File: config.mk
export PLATFORM = sky130hd
export DESIGN_NAME = ppu_regif
export DESIGN_NICKNAME = d
export VERILOG_FILES = /design/src/rtl/ppu_regif.sv
export SDC_FILE = /design/constraint.sdc
export NUM_CORES = 1
export LEC_CHECK = 0
export BUFFER_PORTS_ARGS = -buffer_cell sky130_fd_sc_hd__buf_2
export CORE_AREA = 2 2 138 140
export DETAILED_ROUTE_END_ITERATION = 10
export DIE_AREA = 0 0 140 142
export GPL_TIMING_DRIVEN = 0
export MAX_ROUTING_LAYER = met4
export SLEW_MARGIN = 20
export SYNTH_ARGS = -nofsm -noshare
export SYNTH_HDL_FRONTEND = slang
export SYNTH_SLANG_ARGS = --single-unit
File: constraint.sdc
create_clock -name clk_in -period 2 [get_ports clk_in]
set_input_delay 0.1 -clock clk_in [delete_from_list [all_inputs] [get_ports clk_in]]
set_output_delay 0.1 -clock clk_in [all_outputs]
set_load 0.005 [all_outputs]
File: src/rtl/ppu_regif.sv
`default_nettype none
// ppu_regif: CPU-facing PPU register file ($2000-$2007) with loopy t/v, shared w toggle,
// buffered $2007 reads, OAM auto-increment, vblank status and registered NMI.  Rev 1.0
module ppu_regif #(
  parameter int unsigned        VRAM_AW   = 14,
  parameter int unsigned        OAM_AW    = 8,
  parameter logic [VRAM_AW-1:0] PRAM_BASE = 14'h3F00
) (
  input  logic               clk_in,
  input  logic               rst_in,
  input  logic [2:0]         sel_in,
  input  logic               ncs_in,
  input  logic               r_nw_in,
  input  logic [7:0]         d_in,
  output logic [7:0]         d_out,
  input  logic               vbl_set_in,
  input  logic               vbl_clr_in,
  input  logic               spr_overflow_in,
  input  logic               spr_hit_in,
  output logic [VRAM_AW-1:0] vram_a_out,
  input  logic [7:0]         vram_d_in,
  output logic [7:0]         vram_d_out,
  output logic               vram_wr_out,
  output logic               vram_rd_out,
  input  logic [7:0]         pram_d_in,
  output logic               pram_wr_out,
  output logic [OAM_AW-1:0]  oam_a_out,
  input  logic [7:0]         oam_d_in,
  output logic [7:0]         oam_d_out,
  output logic               oam_wr_out,
  output logic [7:0]         ctrl_out,
  output logic [7:0]         mask_out,
  output logic [14:0]        t_out,
  output logic [2:0]         fh_out,
  output logic               upd_cntrs_out,
  output logic               nmi_out
);

  typedef enum logic [0:0] {
    S_IDLE    = 1'b0,
    S_RD_WAIT = 1'b1
  } state_t;

  state_t               state_q;
  logic                 ncs_q;
  logic                 arm_q;
  logic [7:0]           ctrl_q;
  logic [7:0]           ctrl_d;
  logic [7:0]           mask_q;
  logic [14:0]          t_q;
  logic [2:0]           fh_q;
  logic                 w_q;
  logic [7:0]           buf_q;
  logic [7:0]           rdata_q;
  logic [VRAM_AW-1:0]   v_q;
  logic [OAM_AW-1:0]    oam_a_q;
  logic                 vblank_q;
  logic                 vblank_d;
  logic                 nmi_q;
  logic                 upd_q;

  logic                 acc;
  logic                 rd_acc;
  logic                 wr_acc;
  logic                 in_pram;
  logic [7:0]           rdata;
  logic [VRAM_AW-1:0]   v_inc;

  // arm_q discards an access whose falling ncs edge was hidden by reset.
  // Two accesses are at least two cycles apart, so RD_WAIT (one cycle) always
  // finishes before the next acc arrives and no access is ever dropped.
  assign acc     = ncs_q & ~ncs_in & arm_q;
  assign rd_acc  = acc & r_nw_in;
  assign wr_acc  = acc & ~r_nw_in;
  assign in_pram = (v_q >= PRAM_BASE);
  assign v_inc   = v_q + (ctrl_q[2] ? VRAM_AW'(32) : VRAM_AW'(1));

  always_comb begin
    rdata = buf_q;
    case (sel_in)
      3'd2:    rdata = {vblank_q, spr_hit_in, spr_overflow_in, 5'b00000};
      3'd4:    rdata = oam_d_in;
      3'd7:    rdata = in_pram ? pram_d_in : buf_q;
      default: rdata = buf_q;
    endcase
  end

  always_comb begin
    ctrl_d = (wr_acc && sel_in == 3'd0) ? d_in : ctrl_q;
    vblank_d = vblank_q;
    if (vbl_clr_in)
      vblank_d = 1'b0;
    else if (rd_acc && sel_in == 3'd2)
      vblank_d = 1'b0;
    else if (vbl_set_in)
      vblank_d = 1'b1;
  end

  always_ff @(posedge clk_in or posedge rst_in) begin
    if (rst_in) begin
      state_q  <= S_IDLE;
      ncs_q    <= 1'b1;
      arm_q    <= 1'b0;
      ctrl_q   <= '0;
      mask_q   <= '0;
      t_q      <= '0;
      fh_q     <= '0;
      w_q      <= 1'b0;
      buf_q    <= '0;
      rdata_q  <= '0;
      v_q      <= '0;
      oam_a_q  <= '0;
      vblank_q <= 1'b0;
      nmi_q    <= 1'b1;
      upd_q    <= 1'b0;
    end else begin
      ncs_q    <= ncs_in;
      arm_q    <= arm_q | ncs_in;
      upd_q    <= 1'b0;
      ctrl_q   <= ctrl_d;
      vblank_q <= vblank_d;
      nmi_q    <= ~(vblank_d & ctrl_d[7]);

      if (rd_acc)
        rdata_q <= rdata;
      if (upd_q)
        v_q <= t_q[VRAM_AW-1:0];

      case (state_q)
        S_IDLE: begin
          if (rd_acc && sel_in == 3'd7)
            state_q <= S_RD_WAIT;
        end
        S_RD_WAIT: begin
          buf_q   <= vram_d_in;
          v_q     <= v_inc;
          state_q <= S_IDLE;
        end
        default: state_q <= S_IDLE;
      endcase

      if (rd_acc && sel_in == 3'd2)
        w_q <= 1'b0;

      if (wr_acc) begin
        case (sel_in)
          3'd0: t_q[11:10] <= d_in[1:0];
          3'd1: mask_q <= d_in;
          3'd3: oam_a_q <= d_in[OAM_AW-1:0];
          3'd4: oam_a_q <= oam_a_q + OAM_AW'(1);
          3'd5: begin
            if (!w_q) begin
              fh_q     <= d_in[2:0];
              t_q[4:0] <= d_in[7:3];
              w_q      <= 1'b1;
            end else begin
              t_q[14:12] <= d_in[2:0];
              t_q[9:5]   <= d_in[7:3];
              w_q        <= 1'b0;
            end
          end
          3'd6: begin
            if (!w_q) begin
              t_q[13:8] <= d_in[5:0];
              t_q[14]   <= 1'b0;
              w_q       <= 1'b1;
            end else begin
              t_q[7:0] <= d_in;
              w_q      <= 1'b0;
              upd_q    <= 1'b1;
            end
          end
          3'd7: v_q <= v_inc;
          default: ;
        endcase
      end
    end
  end

  assign d_out         = (!ncs_in && r_nw_in) ? (rd_acc ? rdata : rdata_q) : 8'h00;
  assign vram_a_out    = v_q;
  assign vram_d_out    = d_in;
  assign vram_wr_out   = wr_acc & (sel_in == 3'd7) & ~in_pram;
  assign pram_wr_out   = wr_acc & (sel_in == 3'd7) & in_pram;
  assign vram_rd_out   = rd_acc & (sel_in == 3'd7);
  assign oam_a_out     = oam_a_q;
  assign oam_d_out     = d_in;
  assign oam_wr_out    = wr_acc & (sel_in == 3'd4);
  assign ctrl_out      = ctrl_q;
  assign mask_out      = mask_q;
  assign t_out         = t_q;
  assign fh_out        = fh_q;
  assign upd_cntrs_out = upd_q;
  assign nmi_out       = nmi_q;

endmodule
`default_nettype wire

# Word level (Yosys, flattened, before mapping)
# Index checks and enable logic that the tools add are counted.
# totals
word_cells,98
regBits,79
out_inout_bits,86
# op_classes
n_eq_ne,11
n_mux,31
bitwise,17
order_cmp,1
add_sub_neg,2
reduce_logical,17
# ops
op,n
$mux 14,4
$mux 8,5
$pmux 8 s3,1
$pmux 10 s2,1
$pmux 8 s2,1
$add 14x6->14,1
$ge 14x14->1 const B,1
$eq 3x3->1 const B,4
$reduce_and 4->1,3
$mux 1,11
$and 1x1->1,10
$mux 5,2
$add 8x1->8 const B,1
$ne 2x2->1 const B,4
$mux 7,1
$eq 3x2->1 const B,2
$mux 6,1
$not 1->1,6
$pmux 3 s2,1
$reduce_and 3->1,2
$reduce_bool 2->1,3
$logic_and 1x1->1,4
$pmux 2 s2,1
$reduce_and 2->1,2
other kinds (7),7

# Logic depth before layout (Yosys ltp)
# Gate-level depths: netlist of run 1.
# depth
depth_word,9
mapped_depth,7
depth_no_buf,6

# Worst setup path after synthesis of run 1
# No wires, ideal clock.
# synth_timing
kind,flip-flop to flip-flop
start,"register ctrl_q[2], in the netlist ctrl_out[2]"
end,"register v_q[10], in the netlist vram_a_out[10]"
stages_incl_launch_ff,7
n_path_buf,0
slack_ns,0.186
synth_period_minus_slack_ns,1.814
t_arrival_ns,1.720
path_cell_list,dfrtp_1 inv_1 ha_1 ha_1 a31oi_4 or4b_1 a211oi_1
# synth_via
elab_chain_len,5
# synth_lines
element,line_no,source
start: declaration,47,logic [7:0] ctrl_q;
start signal: assignment,120,ctrl_q <= ctrl_d;
$mux 6 *,76,assign v_inc = v_q + (ctrl_q[2] ? VRAM_AW'(32) : VRAM_AW'(1));
$add 14x6->14 *,76,
$mux 14,129,case (state_q)
$mux 14,146,case (sel_in)
$mux 14 *,145,if (wr_acc) begin
end signal: assignment,127,v_q <= t_q[VRAM_AW-1:0];
end signal: assignment,136,v_q <= v_inc;
end signal: assignment,173,3'd7: v_q <= v_inc;
end: declaration,55,logic [VRAM_AW-1:0] v_q;
# Mark *: on every way between the ends. The rest lies on a longest branch, timed or not.
# A chain may end at the register's enable or synchronous reset.

# Worst setup path in the final report of run 1
# layout_timing
start,register ncs_q
end,output d_out[7]
# layout_via
elab_chain_len,5
# layout_lines
element,line_no,source
start: declaration,45,logic ncs_q;
start signal: assignment,117,ncs_q <= ncs_in;
$and 1x1->1 (2 in a row),72,assign acc = ncs_q & ~ncs_in & arm_q;
$and 1x1->1,73,assign rd_acc = acc & r_nw_in;
$mux 8,n/a,
$mux 8,180,assign d_out = (!ncs_in && r_nw_in) ? (rd_acc ? rdata : rdata_q) : 8'h00;
end: declaration,15,"output logic [7:0] d_out,"
# Every way passes these cells.

==> out/metrics.cfg, run 1 <==
[finish]
seq_area_um2 = 1980
final_nets = 674
drive_gt1_share_pct = 44.0
multi_input_area_um2 = 2400
n_fill_cell = 1877
syn2layout_area_growth_pct = 38.4
layout_common_cells = 138 x buf_2, 77 x dfrtp_1, 34 x a21oi_1
final_common_cell = buf_2
fin_cells = 867

[sta]
max_freq_mhz = 488
hold_viol = 0
fin_setup_tns_ns = -0.109
max_slew.worst_pin.slew_ns = 0.856
min_period_ns = 2.05
drv_slew = 0
clock-skew-final_ns = 0.00505
setup_viol = 5
fin_crit_sh_pct = 102
rsz0062_at_grt = yes
setup_ws_ns = -0.0475
slew_headroom_pct = 42.8

[power_and_ir_drop]
ir_drop_mv = 0.387
leakage_nw = 2.84
power_mw = 5.62
p_per_area_nw_per_um2 = 898

[logic_synthesis]
syn_inst = 463
synthTopCellsByArea = dfrtp_1 43%, mux2_2 6.5%, a21oi_1 3.8%
synth_xor_area_share_pct = 0.387
synth_compound_area_share_pct = 18.2
synth_edf_count = 0
synth_seq_cells = 79
synth_mux_area_share_pct = 7.36
yosys.area.top_type_share_pct = 42.6
postSynth.asyncResetShare_pct = 100
yosysWarnings = 0
yosys.area.top_type = dfrtp_1
syn_avg_cell_area_um2 = 9.76
synth-simple-area-share_pct = 21.6
synth_cell_types = 72
syn_area_um2 = 4520
synthAdderAreaFrac_pct = 1.11
syn-num-nets = 510
yosysSeqAreaShare_pct = 43.8
synth_top_family_by_area = simple AND/OR/NAND/NOR gates
synth-main-ff-cell = dfrtp_1

[setup_path]
crit_type = flip-flop to output pin
worst_setup_path_end_kind = output pin
crit_required_ns = 1.90
crit_path_max_fanout = 6
critical_path_arrival_ns = 1.95
critPathLaunchType = flip-flop

[global_route]
grt_usage_pct = 15.9
grt_pass1_wl_mm = 23.6
grt_max_degree = 33
antenna_found_initial = 1
grt_overflow_total = 0
grt_pass1_vias = 4195

[place]
place_congestion = 0.856
portBuffers = 127
dp.cells = 826
dp_hpwl_mm = 10.9

[drt]
antenna_left = 0
vias = 4345
detail_route.wirelength_mm = 15.3
drc = 6
first_pass_iters = 9
drt-initial-drc-count = 228
avgRoutedWirePerCell_um = 17.7
via_per_inst = 5.01

[floorplanning]
num_io_pins = 129
start_util_pct = 24.5
core_area_um2 = 18500
die_h_um = 142
die-area_um2 = 19900
rows = 50
die_w_um = 140

[clock_network]
clk_pin_slew_ns = 0.06
clock-sinks = 79
cts_tree = yes
cts_buffers = 9
htree_levels = 3
clock_latency_ns = 0.35
clockBufferDepth = 2
root_buffer = clkbuf_16

[worst_hold_path]
min_path_type = input pin to flip-flop

[outcome]
failed_checks = DRC, setup timing
status = finished, violations left

[flow_run]
cap_violations = 0

state kept, by name, indices dropped and copies added (netlist names), 3 cells and up:
register,cells
buf_q,8
ctrl_out,8
fh_out,3
mask_out,8
oam_a_out,8
rdata_q,8
t_out,15
vram_a_out,14
critical path: stages, from the launching register on:
cell and delay [ns]:
dfstp_2 0.52, and4b_1 0.23, buf_6 0.16, buf_8 0.13, o31ai_2 0.07, a311oi_2 0.25
nor3_1 0.09, buf_2 0.15
routing by layer:
metal / up-vias / global-route usage, % / wire, um
met3: 37 / 3.33 / 866
met4: 0 / 7.23 / 435
met2: 146 / 24.0 / 7010
met1: 2125 / 20.8 / 6990
li1: 2037 / - / -
met5: - / - / 0
power breakdown:
part / total (mW) / switching [mW] / internal (mW)
registers: 2.37 / 0.379 / 1.99
clock network: 1.70 / 0.698 / 1.00
logic: 1.56 / 0.794 / 0.763
total: 5.62 / 1.87 / 3.75
kinds of logic after synthesis:
| logic type | count (synthesis) |
|---|---|
| XOR/XNOR | 2 |
| adder cells (fa/ha/maj) | 4 |
| buffers and inverters | 63 |
| AO/OA/AOI/OAI | 114 |
| AND/OR/NAND/NOR | 171 |
| multiplexers | 30 |
| flip-flops | 79 |
final timing paths:
path	slack, ns	cells past startpoint	endpoint	start
min in group asynchronous	0.34	3	rdata_q[7]	rst_in
min	0.01	2	buf_q[1]	vram_d_in[1]
max in group asynchronous	0.91	5	vram_a_out[4]	rst_in
min reg2reg	0.48	2	ctrl_out[0]	ctrl_out[0]
max reg2reg	0.07	4	t_out[10]	ncs_q
max	-0.05	7	d_out[7]	ncs_q
Yosys cell counts, types with 10 or more instances:
library cell  instances
nor4_1               15
buf_2                13
inv_1                19
nand2_1              30
o31ai_1              10
mux2_2               26
nor2_1               35
nor4b_1              11
o21ai_0              15
dfrtp_1              77
a21oi_1              34
nor3_1               20
buf_4                18
per-stage QoR:
| step | area [um^2] | worst slack [ns] | util [%] | hold slack, ns |
|---|---|---|---|---|
| after floorplan | 4520 | 0.186 | - | 0.104 |
| after global placement | 5450 | -0.0157 | 29.5 | 0.258 |
| after detailed placement | 5490 | -0.0566 | 29.8 | 0.173 |
| after CTS | 6120 | -0.0953 | 33.2 | 0.000768 |
| after global routing | 6260 | -0.161 | 33.9 | 0.0123 |
| final | 6260 | -0.0475 | 33.9 | 0.0126 |
final cells by class:
| cell class | instances | area share, % |
|---|---|---|
| Buffer | 44 | 4.76 |
| Inverter | 19 | 1.20 |
| Sequential cell | 79 | 31.6 |
| Antenna cell | 1 | 0.0400 |
| Tap cell | 234 | 4.68 |
| Multi-Input combinational cell | 321 | 38.3 |
| Timing Repair Buffer | 153 | 14.6 |
| Clock inverter | 5 | 0.920 |
| Clock buffer | 11 | 3.88 |
timing repair:
action                                  CTS  global route
pin swaps                                 9             8
buffers inserted                         10             2
gates resized for setup                  25            23
endpoints found under the hold margin    27             0
endpoints found under the setup margin   11            29
hold buffers                             10             0
cloned                                    2             0
Note: power is estimated with default switching activity, not from simulation.
==> inputs of run 2 (changes only) <==
--- a/config.mk
+++ b/config.mk
@@ -11,6 +11,7 @@
 export DIE_AREA = 0 0 140 142
 export GPL_TIMING_DRIVEN = 0
 export MAX_ROUTING_LAYER = met4
+export SKIP_LAST_GASP = 1
 export SLEW_MARGIN = 20
 export SYNTH_ARGS = -nofsm -noshare
 export SYNTH_HDL_FRONTEND = slang
==> run 2 against run 1 <==
  * The run still ends with DRC, setup timing left
  * Non-clock buffer count unchanged
  * Final cell count unchanged
  * Global-route usage shrank 0.067 points
  * Fmax is 0.54% higher
  * Sequential share of layout area hardly changed
  * Combinational power about the same
  * First-iteration DRC count increased by 17%
  * Worst hold slack about the same
  * Die area unchanged
  * Routed wire length hardly changed
  * Critical endpoint unchanged
  * Largest power group unchanged
==> out/metrics.cfg, run 2 (synthesized netlist as in run 1, its figures left out) <==
[finish]
largest_reg_flops = 15  ; unchanged
final_common_cell = buf_2  ; unchanged
syn2layout_area_growth_pct = 38.3  ; was 38.4%
final_nets = 674  ; unchanged
fin_area_um2 = 6250  ; was 6260 um^2
final_util_pct = 33.9  ; about the same
n_fill_cell = 1883  ; was 1877
layout_common_cells = 138 x buf_2, 77 x dfrtp_1, 34 x a21oi_1  ; unchanged
drive_gt1_share_pct = 43.8  ; was 44.0%

[setup_path]
critPathLaunchType = flip-flop  ; unchanged
crit_path_max_fanout = 6  ; unchanged
crit_required_ns = 1.90  ; about the same
crit_path_cell_trace = and4b_1 -> buf_6 -> buf_8 -> o31ai_2 -> a311oi_2 -> nor3_1 -> buf_2  ; unchanged
cp-startpoint = ncs_q  ; unchanged
max_stage_delay_ns = 0.53  ; was 0.52 ns
regToRegSetupSlack_ns = 0.08  ; was 0.07 ns
critPathSlowestCell = dfstp_2  ; unchanged
worst_setup_path_end_kind = output pin  ; unchanged
crit_type = flip-flop to output pin  ; unchanged
worstReg2RegStart = ncs_q  ; unchanged
critical_path_arrival_ns = 1.94  ; was 1.95 ns

[outcome]
failed_checks = DRC, setup timing  ; unchanged
status = finished, violations left  ; unchanged

[sta]
clock-skew-final_ns = 0.00512  ; was 0.00505 ns
setup_ws_ns = -0.0364  ; was -0.0475 ns
rsz0062_at_grt = yes  ; unchanged
slew_headroom_pct = 43.1  ; was 42.8%
setup_viol = 4  ; was 5
drv_slew = 0  ; unchanged
hold_viol = 0  ; unchanged
fin_crit_sh_pct = 102  ; about the same
max_slew.worst_pin.slew_ns = 0.852  ; was 0.856 ns
final.hold.worst_slack_ns = 0.0123  ; was 0.0126 ns
max_freq_mhz = 491  ; was 488 MHz
min_period_ns = 2.04  ; was 2.05 ns

[place]
placed_area_um2 = 5490  ; unchanged
place_ws_ns = -0.0566  ; unchanged
portBuffers = 127  ; unchanged
place_congestion = 0.856  ; unchanged
dp_hpwl_mm = 10.9  ; unchanged

[power_and_ir_drop]
leakage_nw = 2.84  ; about the same
seqPwrFrac_pct = 42.1  ; about the same
switching_power_mw = 1.87  ; about the same
ir_drop_mv = 0.382  ; was 0.387 mV
p_per_area_nw_per_um2 = 898  ; about the same
p_comb_share_pct = 27.6  ; was 27.7%
pwr-share-clk_pct = 30.2  ; about the same
p_int_mw = 3.75  ; about the same
p_sw_share_pct = 33.3  ; about the same
power_mw = 5.61  ; was 5.62 mW

[global_route]
grt_max_degree = 33  ; unchanged
antenna_found_initial = 1  ; unchanged
grt_pass1_vias = 4171  ; was 4195
grt_overflow_total = 0  ; unchanged
grt_pass1_wl_mm = 23.5  ; was 23.6 mm
grt_usage_pct = 15.9  ; about the same

[drt]
first_pass_iters = 8  ; was 9
via_per_inst = 4.99  ; was 5.01
vias = 4326  ; was 4345
drc = 6  ; unchanged
avgRoutedWirePerCell_um = 17.7  ; about the same
detail_route.wirelength_mm = 15.3  ; about the same
antenna_left = 0  ; unchanged
drt-initial-drc-count = 266  ; was 228

[floorplanning]
start_util_pct = 24.5  ; unchanged
num_io_pins = 129  ; unchanged
die_h_um = 142  ; unchanged
die-area_um2 = 19900  ; unchanged
rows = 50  ; unchanged
die_w_um = 140  ; unchanged
core_area_um2 = 18500  ; unchanged

[flow_run]
cap_violations = 0  ; unchanged

[clock_network]
cts_buffers = 9  ; unchanged
clockBufferDepth = 2  ; unchanged
clock-sinks = 79  ; unchanged
htree_levels = 3  ; unchanged
cts_tree = yes  ; unchanged
clk_pin_slew_ns = 0.06  ; about the same
clock_latency_ns = 0.35  ; about the same
root_buffer = clkbuf_16  ; unchanged

[worst_hold_path]
min_path_type = input pin to flip-flop  ; unchanged
min-delay-start = vram_d_in[1]  ; unchanged

run 2: path summary, 6_finish.rpt:
path,cells after the start,to
worst min-delay path,2,buf_q[1]
max in group asynchronous,5,vram_a_out[3]
worst min register to register,2,ctrl_out[0]
worst max register to register,4,t_out[10]
worst max-delay path,7,d_out[7]
min in group asynchronous,3,rdata_q[5]
run 2: per-stage QoR:
step	instances	setup TNS [ns]
2_1_floorplan	463	0
3_3_place_gp	824	-0.0351
3_5_place_dp	826	-0.0643
4_1_cts	864	-0.599
5_1_grt	867	-0.982
6_report	867	-0.0756
run 2: layout make-up:
| class | instances | area, um^2 | area share [%] |
|---|---|---|---|
| diodes | 1 | 2.50 | 0.0400 |
| repair buffers | 153 | 891 | 14.3 |
| inverters | 19 | 75.1 | 1.20 |
| multi-input cells | 321 | 2410 | 38.6 |
| clock inverters | 5 | 57.6 | 0.921 |
| plain buffers | 44 | 298 | 4.76 |
| well taps | 234 | 293 | 4.68 |
| flip-flops and latches | 79 | 1980 | 31.7 |
| clock buffers | 11 | 243 | 3.88 |
run 2: worst max-delay path: cells and delay by family (launching register included):
family | cells | cell delay, ns
buffers and inverters | 3 | 0.44
flip-flops | 1 | 0.53
AND/OR/NAND/NOR | 2 | 0.31
AO/OA/AOI/OAI | 2 | 0.31
run 2: power by group through the flow:
| stage | combinational [mW] | sequential (mW) | clock [mW] |
|---|---|---|---|
| 2_1_floorplan | 0.794 | 2.32 | 0 |
| 3_3_place_gp | 1.41 | 2.38 | 0 |
| 3_5_place_dp | 1.44 | 2.38 | 0 |
| 4_1_cts | 1.52 | 2.35 | 1.75 |
| 5_1_grt | 1.73 | 2.43 | 1.81 |
| 6_report | 1.55 | 2.37 | 1.70 |
run 2: what timing repair did:
action	CTS	global route
setup endpoints to repair	11	29
hold buffers	10	0
gates cloned	2	0
endpoints found under the hold margin	27	0
pin swaps	9	12
gates resized for setup	19	30
buffers inserted	10	3
run 2: routing by layer:
| layer | up-vias | GRT usage [%] | part of all wire (%) | wire (um) |
|---|---|---|---|---|
| met1 | 2109 | 20.6 | 46 | 7040 |
| met5 | - | - | 0 | 0 |
| met3 | 29 | 3.30 | 5.6 | 851 |
| met2 | 146 | 24.0 | 46 | 7030 |
| li1 | 2042 | - | - | - |
| met4 | 0 | 7.07 | 2.5 | 387 |
